===== config.mk =====
export PLATFORM = sky130hd
export DESIGN_NAME = prox_filter
export DESIGN_NICKNAME = d
export VERILOG_FILES = /design/src/rtl/prox_filter.sv
export SDC_FILE = /design/constraint.sdc
export NUM_CORES = 1
export LEC_CHECK = 0
export ABC_AREA = 1
export CAP_MARGIN = 10
export CORE_UTILIZATION = 40
export CTS_BUF_LIST = sky130_fd_sc_hd__clkbuf_4
export DETAILED_ROUTE_END_ITERATION = 8
export GPL_TIMING_DRIVEN = 0
export HOLD_SLACK_MARGIN = 0.03
export PLACE_DENSITY = 0.58
export SLEW_MARGIN = 20
export SYNTH_ARGS = -nofsm -noshare
export SYNTH_HDL_FRONTEND = slang
export SYNTH_SLANG_ARGS = --single-unit

===== constraint.sdc =====
create_clock -name clk -period 1.55 [get_ports clk]
set_input_delay 0.31 -clock clk [delete_from_list [all_inputs] [get_ports clk]]
set_output_delay 0.31 -clock clk [all_outputs]
set_load 0.1 [all_outputs]

===== src/rtl/prox_filter.sv =====
// prox_filter: per-channel proximity sensor conditioning.
// Each channel synchronizes its raw comparator input. It then debounces the
// input through a four-state FSM and stretches the near indication so that
// it lasts at least HOLD_CYCLES cycles.
module prox_filter #(
  parameter int NCH         = 3,
  parameter int DEB_CYCLES  = 16,
  parameter int HOLD_CYCLES = 1024
) (
  input  logic           clk,
  input  logic           rst,
  input  logic           ena,
  input  logic [NCH-1:0] raw_in,
  output logic [NCH-1:0] near_out,
  output logic [NCH-1:0] rise_pulse,
  output logic           any_near
);

  typedef enum logic [1:0] {
    IDLE    = 2'd0,
    ARM     = 2'd1,
    NEAR    = 2'd2,
    RELEASE = 2'd3
  } state_t;

  localparam logic [7:0]  DEB_LAST = 8'(DEB_CYCLES - 1);
  localparam logic [15:0] HOLD_LD  = 16'(HOLD_CYCLES);

  // Hold counter decrement that stops at zero.
  function automatic logic [15:0] hold_dec(input logic [15:0] v);
    return (v == 16'd0) ? 16'd0 : v - 16'd1;
  endfunction

  // Release debounce count that stops at the qualification threshold.
  function automatic logic [7:0] deb_inc_sat(input logic [7:0] v);
    return (v < DEB_LAST) ? v + 8'd1 : DEB_LAST;
  endfunction

  for (genvar c = 0; c < NCH; c++) begin : g_ch
    logic        s1;
    logic        s2;
    state_t      state;
    logic [7:0]  deb_cnt;
    logic [15:0] hold_cnt;
    logic        near_r;
    logic        rise_r;

    // Synchronizer, debounce FSM and hold timer; ena=0 freezes everything.
    always_ff @(posedge clk) begin
      if (rst) begin
        s1       <= 1'b0;
        s2       <= 1'b0;
        state    <= IDLE;
        deb_cnt  <= 8'd0;
        hold_cnt <= 16'd0;
        near_r   <= 1'b0;
        rise_r   <= 1'b0;
      end else if (ena) begin
        s1     <= raw_in[c];
        s2     <= s1;
        rise_r <= 1'b0;
        case (state)
          IDLE: begin
            if (s2) begin
              if (DEB_CYCLES == 1) begin
                state    <= NEAR;
                deb_cnt  <= 8'd0;
                hold_cnt <= HOLD_LD;
                near_r   <= 1'b1;
                rise_r   <= 1'b1;
              end else begin
                state   <= ARM;
                deb_cnt <= 8'd1;
              end
            end
          end
          ARM: begin
            if (!s2) begin
              state   <= IDLE;
              deb_cnt <= 8'd0;
            end else if (deb_cnt == DEB_LAST) begin
              state    <= NEAR;
              deb_cnt  <= 8'd0;
              hold_cnt <= HOLD_LD;
              near_r   <= 1'b1;
              rise_r   <= 1'b1;
            end else begin
              deb_cnt <= deb_cnt + 8'd1;
            end
          end
          NEAR: begin
            hold_cnt <= hold_dec(hold_cnt);
            if (!s2) begin
              state   <= RELEASE;
              deb_cnt <= 8'd1;
            end
          end
          RELEASE: begin
            hold_cnt <= hold_dec(hold_cnt);
            if (s2) begin
              // Object came back before release qualified: resume NEAR
              // without restarting the hold window or strobing.
              state   <= NEAR;
              deb_cnt <= 8'd0;
            end else if (deb_cnt >= DEB_LAST && hold_cnt == 16'd0) begin
              state   <= IDLE;
              deb_cnt <= 8'd0;
              near_r  <= 1'b0;
            end else begin
              deb_cnt <= deb_inc_sat(deb_cnt);
            end
          end
          default: begin
            state   <= IDLE;
            deb_cnt <= 8'd0;
            near_r  <= 1'b0;
          end
        endcase
      end else begin
        rise_r <= 1'b0;
      end
    end

    assign near_out[c]   = near_r;
    assign rise_pulse[c] = rise_r;
  end

  assign any_near = |near_out;

endmodule


==> results_dict.tcl, run 1 <==
set metrics [dict create \
    status "finished, violations left" \
    violations "negative setup slack" \
    p_sw_frac 0.348 \
    cts_made_buffers 9 \
    slowest_delay_ns 0.41 \
    rows 41 \
    switchingPower_mw 1.93 \
    period_share 1.13 \
    ff2ff_setup_slack_ns -0.06 \
    drc 0 \
    crit_fanout 2 \
    overflow 0 \
    start_kind "flop" \
    h-tree-depth 3 \
    synthCells 866 \
    synth-seq-area-share 0.335 \
    diodes 0 \
    r2r-end "g_ch[1].hold_cnt[8]" \
    dr.pass1.iters 5 \
    relSlewSlack 0.534 \
    cts_sinks 90 \
    dp_hpwl_mm 9.44 \
    grt_pass1_wl_mm 23.9 \
    die-area_sq_mm 0.0139 \
    syn-cell-area_sq_mm 0.00537 \
    cp_slowest_cell "or3_4" \
    drtAntennaViolNets 0 \
    r2r_start "g_ch[1].deb_cnt[3]" \
    seq_power_share 0.451 \
    finish.net_count 937 \
    die_x_um 118 \
    num_io_pins 13 \
    drt_iter0_drc 290 \
    antenna_found_initial 0 \
    cts_tree "yes" \
    finalSetupViolations 24 \
    syn2layout_area_growth_pct 31.5 \
    cts_max_path_buffers 2 \
    placed_cells 1048 \
    p_leak_nw 3.15 \
    path_class "reg -> out" \
    crit_path_start "g_ch[1].near_r" \
    drive_above_1_share 0.297 \
    synth_cell_type_count 39 \
    totalWireLength_mm 14.7 \
    power_frac_comb 0.273 \
    crit_required_ns 1.24 \
    p_int_mw 3.62 \
    finalMaxSlewViolations 0 \
    skew_ns 0.0190 \
    grt_pass1_vias 5006 \
    tightestPinTransition_ns 0.699 \
    final_hold_viol_count 0 \
    final_util 0.549 \
    start_util 0.417 \
    yosys_warnings 0 \
    grt_max_degree 15 \
    clock-root-buffer "clkbuf_4" \
    arrival_ns 1.44 \
    endpoint_kind "output pin" \
    rsz0062_at_grt "yes" \
    achievable-frequency_ghz 0.572 \
    vias 5506 \
    r2r_cells 10 \
    setup_ws_ns -0.199 \
    clkPwrFrac 0.277 \
    power_density_mw_per_mm2 786 \
    dieHeight_um 118 \
    clk_latency_ns 0.47 \
    post-route-min-period_ns 1.75 \
    cp-endpoint "any_near" \
    hold_path.class "in -> reg" \
    gp_congestion 0.877 \
    io_buffers 10 \
    ir_drop_v 0.000397 \
    syn_area_per_cell_sq_um 6.20 \
    max_cap_violations 0 \
    syn_nets 878 \
    path_cells "or3_4, buf_12" \
    via_per_inst 5.00 \
    globalRouteTotalUtil 0.210 \
    clkSlewWorstSetupHoldPaths_ns 0.16 \
    core-area_sq_mm 0.0129 \
    synth_seq_cells 90 \
    wl_per_cell_um 13.3 \
    instances_no_fill 1102 \
]
flip-flops by register name, summed over array words and instances (netlist names), named ones only:
register / count
g_ch.hold_cnt: 48
g_ch.deb_cnt: 24
g_ch.near_r: 3
g_ch.rise_r: 3
g_ch.s1: 3
g_ch.s2: 3
g_ch.state: 3
per-stage QoR:
stage	TNS (ns)	hold WS [ns]	setup WS (ns)	power, mW	instance area (sq um)
floorplan	0	0.437	0.0739	3.41	5370
global placement	-14.60	0.454	-0.529	3.67	5690
detailed placement	-14.15	0.462	-0.507	3.66	5690
CTS	-0.767	0.336	-0.218	5.35	6330
global route	-4.58	0.377	-0.235	5.87	7070
finish	-0.829	0.364	-0.199	5.55	7070
placed cells by master (no fill, tap or decap), drive strengths merged, types with 2 or more instances in the layout:
cell             n
dfxtp           90
xnor2            2
o21bai           2
clkbuf          16
a21oi           49
buf             64
o21ai           45
nor3            16
xor2             9
nand3           83
nand2          224
a31oi            2
nor2           177
o21a             2
ha               6
or2              3
bufinv           2
nand3b           2
clkdlybuf4s50    3
clkinvlp         2
nor4             4
nand4           10
inv            111
timing repair:
action	4_1_cts	5_1_grt
pin swaps	25	48
gates resized for setup	142	172
endpoints found under the setup margin	85	85
hold buffers	0	0
buffers inserted	17	14
cloned	6	2
metal layers:
metal / vias up / track usage / routed length (um)
li1: 2873 / - / -
met1: 2537 / 0.284 / 7100
met2: 80 / 0.341 / 6970
met3: 16 / 0.0286 / 385
met4: 0 / 0.0713 / 238
met5: - / 0 / 0
synthesized netlist by cell type (all sizes together):
master | count | area (sq um)
o211ai | 1 | 7.51
or3 | 1 | 6.26
nand2 | 224 | 866
o21ai | 45 | 229
a211oi | 1 | 7.51
nand4 | 10 | 62.6
a21oi | 49 | 249
xnor2 | 2 | 17.5
inv | 111 | 417
ha | 6 | 75.1
nor3 | 16 | 80.1
nand3b | 2 | 15.0
o21a | 2 | 15.0
nor4 | 4 | 25.0
xor2 | 9 | 78.8
nor3b | 1 | 7.51
nor2 | 176 | 723
a31oi | 2 | 12.5
clkbuf | 4 | 15.0
o21bai | 2 | 26.3
buf | 22 | 168
dfxtp | 90 | 1800
nand3 | 82 | 443
or2 | 3 | 18.8
and3 | 1 | 6.26
cells by family (layout without fill, tap and decap cells):
| logic type | Yosys count | in the layout | synth area share |
|---|---|---|---|
| AOI/OAI and AO/OA | 102 | 102 | 0.102 |
| xor gates and xnor gates | 11 | 11 | 0.0179 |
| adders and majority gates | 6 | 6 | 0.0140 |
| buffers and inverters | 137 | 199 | 0.112 |
| DFF | 90 | 90 | 0.335 |
| and+or+nand+nor | 520 | 522 | 0.419 |
power by group through the flow:
stage | combinational (mW) | sequential (mW) | clock [mW]
after global routing | 1.67 | 2.52 | 1.68
after global placement | 1.13 | 2.53 | 0
final | 1.51 | 2.50 | 1.54
after CTS | 1.28 | 2.49 | 1.58
after floorplan | 0.895 | 2.51 | 0
after detailed placement | 1.13 | 2.53 | 0
final cells by class:
type                    count  area [sq um]
repair buffers             47           472
well taps                 172           215
fillers                  1276          5810
clock buffers              11          82.6
inverters                 111           427
plain buffers              25           200
multi-input cells         641          3750
flip-flops and latches     90          1840
clock inverters             5          78.8
critical path, delay by kind of cell (launching register included):
| kind | cells | cell delay (ns) |
|---|---|---|
| flip-flops | 1 | 0.36 |
| AND/OR/NAND/NOR | 1 | 0.41 |
| buffers and inverters | 1 | 0.18 |
worst min-delay path by stage:
stage / depth (start not counted) / startpoint / end / slack [ns]
after floorplan: 2 / g_ch[2].hold_cnt[0] / g_ch[2].hold_cnt[0] / 0.44
after global placement: 2 / g_ch[1].hold_cnt[1] / g_ch[1].hold_cnt[1] / 0.45
after detailed placement: 2 / g_ch[2].hold_cnt[0] / g_ch[2].hold_cnt[0] / 0.46
after CTS: 3 / rst / g_ch[1].deb_cnt[0] / 0.34
after global routing: 4 / rst / g_ch[0].hold_cnt[15] / 0.38
final: 3 / rst / g_ch[1].deb_cnt[0] / 0.36
Note: power is estimated with default switching activity, not from simulation.
==> inputs of run 2 (changes only) <==
- SLEW_MARGIN: 20 -> default
- clock period: 1.55 -> 1.6 ns (I/O delays scaled with it)
==> run 2 against run 1 <==
Against the previous run:
- combinational power fell by 7%
- sequential power fell by 4%
- the flow still finishes with violations (negative setup slack)
- hold slack improved by 0.015 ns
- critical endpoint unchanged
==> results_dict.tcl, run 2 (same netlist as run 1, synthesis figures left out) <==
set metrics [dict create \
    r2r_cells 11 \
    p_int_mw 3.48 \
    drt_iter0_drc 305 \
    io_buffers 10 \
    cts_max_path_buffers 2 \
    diodes 0 \
    tightestPinTransition_ns 0.737 \
    antenna_found_initial 0 \
    power_frac_comb 0.265 \
    drtAntennaViolNets 0 \
    gp_congestion 0.877 \
    hold-worst-slack_ns 0.379 \
    finalSetupViolations 5 \
    drive_above_1_share 0.264 \
    overflow 0 \
    status "finished, violations left" \
    period_share 1.10 \
    drc 0 \
    cts_sinks 90 \
    dp_hpwl_mm 9.44 \
    path_class "reg -> out" \
    endpoint_kind "output pin" \
    num_io_pins 13 \
    final_hold_viol_count 0 \
    rows 41 \
    via_per_inst 4.96 \
    p_leak_nw 3.09 \
    totalWireLength_mm 14.6 \
    min_to "g_ch[1].deb_cnt[0]" \
    seq_power_share 0.454 \
    crit_fanout 2 \
    vias 5451 \
    finalMaxSlewViolations 0 \
    dr.pass1.iters 5 \
    reg_top3 "g_ch.hold_cnt: 48 flops, g_ch.deb_cnt: 24 flops" \
    post-route-min-period_ns 1.76 \
    max_cap_violations 0 \
    core-area_sq_mm 0.0129 \
    p_sw_frac 0.345 \
    hold_path.class "in -> reg" \
    grt_pass1_vias 4926 \
    crit_required_ns 1.28 \
    dieHeight_um 118 \
    regMostFlops "g_ch.hold_cnt" \
    cts_made_buffers 9 \
    clock-root-buffer "clkbuf_4" \
    cts_hold_buf 0 \
    timing.setup.tns_ns -0.186 \
    largest_reg_flops 48 \
    layout_commonest_cell "nand2_1" \
    syn2layout_area_growth_pct 27.2 \
    switchingPower_mw 1.83 \
    grt_pass1_wl_mm 23.5 \
    grt_max_degree 15 \
    violations "negative setup slack" \
    skew_ns 0.0208 \
    final_cell_mix "199 x nand2_1, 125 x nor2_1, 94 x inv_1" \
    num-fill-cells 1270 \
    start_kind "flop" \
    multiInputGateArea_sq_mm 0.00356 \
    die-area_sq_mm 0.0139 \
    clkPwrFrac 0.281 \
    arrival_ns 1.44 \
    die_x_um 118 \
    crit_path_start "g_ch[1].near_r" \
    h-tree-depth 3 \
    wl_per_cell_um 13.2 \
    seq_area_sq_mm 0.00183 \
    hp-start "rst" \
    power_density_mw_per_mm2 777 \
    rsz0062_at_grt "yes" \
    cts_tree "yes" \
    r2r_start "g_ch[1].deb_cnt[0]" \
    p_total_mw 5.31 \
    r2r-end "g_ch[1].hold_cnt[8]" \
    clkSlewWorstSetupHoldPaths_ns 0.16 \
    clk_latency_ns 0.49 \
    ir_drop_v 0.000371 \
    achievable-frequency_ghz 0.568 \
    hold-path-cell-count 3 \
    start_util 0.417 \
    setup_ws_ns -0.159 \
    ff2ff_setup_slack_ns -0.01 \
    finish.net_count 935 \
    globalRouteTotalUtil 0.207 \
    relSlewSlack 0.509 \
]
run 2: changes by cell type in the layout (fill, tap and decap cells not counted), sizes merged:
cell    change
buf         -3
clkbuf      +1
run 2: final cells by class:
class | count | share of cell area
Multi-Input combinational cell | 641 | 0.522
Clock buffer | 11 | 0.0121
Buffer | 25 | 0.0282
Timing Repair Buffer | 45 | 0.0646
Sequential cell | 90 | 0.268
Clock inverter | 5 | 0.0115
Inverter | 111 | 0.0624
Tap cell | 172 | 0.0315
run 2: worst max-delay path: stages, from the launching register on:
cell     delay [ns]
dfxtp_2        0.36
or3_4          0.41
buf_12         0.18
run 2: power by group through the flow:
stage	Sequential [mW]	Clock [mW]	Combinational (mW)
global placement	2.46	0	1.10
global route	2.43	1.63	1.56
finish	2.41	1.49	1.41
CTS	2.41	1.54	1.19
floorplan	2.43	0	0.867
detailed placement	2.46	0	1.09
run 2: how the worst max path moves through the flow:
stage	cells after the start	slack, ns	to
2_1_floorplan	11	0.12	g_ch[1].hold_cnt[7]
3_3_place_gp	2	-0.49	any_near
3_5_place_dp	2	-0.47	any_near
4_1_cts	2	-0.18	any_near
5_1_grt	2	-0.20	any_near
6_report	2	-0.16	any_near
run 2: routing by layer:
metal / wire length [um] / track usage
met1: 7010 / 0.282
met2: 6780 / 0.332
met3: 484 / 0.0281
met4: 277 / 0.0705
met5: 0 / 0
run 2: what timing repair did:
action	4_1_cts	5_1_grt
pin swaps	12	39
endpoints found under the hold margin	0	0
buffers inserted	13	16
cloned	4	4
setup endpoints to repair	80	83
resized for setup	102	158
run 2: per-stage QoR:
step	setup WS, ns	instance area [sq um]	util	std cells
after CTS	-0.178	6170	0.479	1081
after detailed placement	-0.467	5690	0.442	1048
after floorplan	0.124	5370	-	866
final	-0.159	6840	0.531	1100
after global routing	-0.197	6840	0.531	1100
after global placement	-0.489	5690	0.442	1048
==> inputs of run 3 (changes only) <==
- PLACE_DENSITY: 0.58 -> default
- PLACE_DENSITY_LB_ADDON: default -> 0.25
==> run 3 against run 2 <==
Against the previous run:
- the run still ends with negative setup slack left
- combinational power is 5% lower
- clock power decreased by 15%
- wire length decreased by 5.9%
- sequential share of layout area grew 0.81 points
- fmax about the same
- flip-flop and latch count unchanged
- non-clock buffer count down 5
- hold slack worse by 0.042 ns
- clock skew shrank 0.0014 ns
- global-route usage shrank 1.4 points
- critical endpoint unchanged
- highest routed layer unchanged
==> results_dict.tcl, run 3 (same netlist as run 1, synthesis figures left out) <==
set metrics [dict create \
    crit_fanout 2 \
    period_share 1.10 \
    finalSetupViolations 3 \
    globalRouteTotalUtil 0.193 \
    setup_ws_ns -0.160 \
    crit_required_ns 1.28 \
    skew_ns 0.0194 \
    vias 5470 \
    clkSlewWorstSetupHoldPaths_ns 0.14 \
    dieHeight_um 118 \
    start_util 0.417 \
    power_density_mw_per_mm2 758 \
    start_kind "flop" \
    arrival_ns 1.44 \
    tightestPinTransition_ns 0.750 \
    hold_path.class "in -> reg" \
    drive_above_1_share 0.242 \
    final_cell_mix "197 x nand2_1, 131 x nor2_1, 97 x inv_1" \
    cts_max_path_buffers 2 \
    post-place-ws_ns -0.409 \
    diodes 0 \
    h-tree-depth 3 \
    reg_top3 "g_ch.hold_cnt: 48 flops, g_ch.deb_cnt: 24 flops" \
    rows 41 \
    dp_hpwl_mm 9.04 \
    drtAntennaViolNets 0 \
    max_cap_violations 0 \
    fin_area_sq_mm 0.00661 \
    gp_congestion 0.846 \
    core-area_sq_mm 0.0129 \
    final_hold_viol_count 0 \
    io_buffers 10 \
    wl_per_cell_um 12.5 \
    achievable-frequency_ghz 0.568 \
    via_per_inst 5.00 \
    endpoint_kind "output pin" \
    num-fill-cells 1298 \
    status "finished, violations left" \
    syn2layout_area_growth_pct 23.1 \
    finalMaxSlewViolations 0 \
    die_x_um 118 \
    layout_commonest_cell "nand2_1" \
    clk_latency_ns 0.50 \
    violations "negative setup slack" \
    postPlaceCellArea_sq_mm 0.00569 \
    largest_reg_flops 48 \
    overflow 0 \
    num_io_pins 13 \
    antenna_found_initial 0 \
    p_total_mw 5.01 \
    relSlewSlack 0.500 \
    post-route-min-period_ns 1.76 \
    drc 0 \
    drt_iter0_drc 343 \
    cts_made_buffers 9 \
    path_class "reg -> out" \
    totalWireLength_mm 13.7 \
    ir_drop_v 0.000528 \
    cts_tree "yes" \
    dr.pass1.iters 5 \
    finish.net_count 930 \
    hold-worst-slack_ns 0.337 \
    clock-root-buffer "clkbuf_4" \
    grt_pass1_wl_mm 21.9 \
    regMostFlops "g_ch.hold_cnt" \
    grt_max_degree 15 \
    cts_sinks 90 \
    rsz0062_at_grt "yes" \
    grt_pass1_vias 4733 \
    p_leak_nw 3.01 \
    die-area_sq_mm 0.0139 \
]
run 3: changes by cell type in the layout (fill, tap and decap cells not counted), moves of 3 or more:
cell,before,now
clkinv_2,0,3
nor2_1,125,131
dfxtp_1,75,78
a21oi_2,5,2
o21ai_1,13,4
nor2_4,19,13
inv_1,94,97
o21ai_0,24,32
a21oi_1,44,47
run 3: layer usage:
| layer | part of all wire | GRT usage | vias up |
|---|---|---|---|
| met5 | 0 | 0 | - |
| met4 | 0.010 | 0.0601 | 0 |
| met3 | 0.043 | 0.0431 | 16 |
| met2 | 0.46 | 0.304 | 112 |
| met1 | 0.48 | 0.259 | 2491 |
| li1 | - | - | 2851 |
run 3: critical path, cell delays in order (launching register included):
cell	delay [ns]
dfxtp_4	0.39
or3_4	0.38
buf_12	0.17
run 3: worst paths after layout:
kind | startpoint | endpoint | slack (ns) | cells after the start
max | g_ch[1].near_r | any_near | -0.16 | 2
min | rst | g_ch[0].hold_cnt[15] | 0.34 | 4
max reg2reg | g_ch[2].deb_cnt[1] | g_ch[2].hold_cnt[1] | -0.03 | 8
min reg2reg | g_ch[0].hold_cnt[3] | g_ch[0].hold_cnt[3] | 0.48 | 2
run 3: report_power, final:
| part | leakage, nW | total, mW | switching [mW] | internal (mW) |
|---|---|---|---|---|
| clock | 0.0706 | 1.26 | 0.807 | 0.457 |
| combinational | 2.21 | 1.34 | 0.883 | 0.458 |
| sequential | 0.736 | 2.41 | 0.0820 | 2.33 |
| total | 3.01 | 5.01 | 1.77 | 3.24 |
run 3: layout make-up:
type	instances	area (sq um)	share of cell area
Multi-Input combinational cell	641	3470	0.525
Sequential cell	90	1830	0.276
Inverter	111	422	0.0638
Timing Repair Buffer	39	355	0.0537
Tap cell	172	215	0.0326
Buffer	26	193	0.0291
Clock buffer	9	67.6	0.0102
Clock inverter	7	60.1	0.00908
run 3: metrics by stage:
step	std cells	utilization	TNS (ns)
floorplan	866	-	0
global placement	1048	0.442	-8.76
detailed placement	1048	0.442	-8.35
CTS	1077	0.471	-0.226
global route	1095	0.513	-1.95
finish	1095	0.513	-0.222
run 3: timing repair:
action                                  4_1_cts  5_1_grt
resized for setup                            90      125
gates cloned                                  4        4
endpoints found under the setup margin       80       78
buffers inserted                              9       14
hold buffers                                  0        0
pin swaps                                     7       31
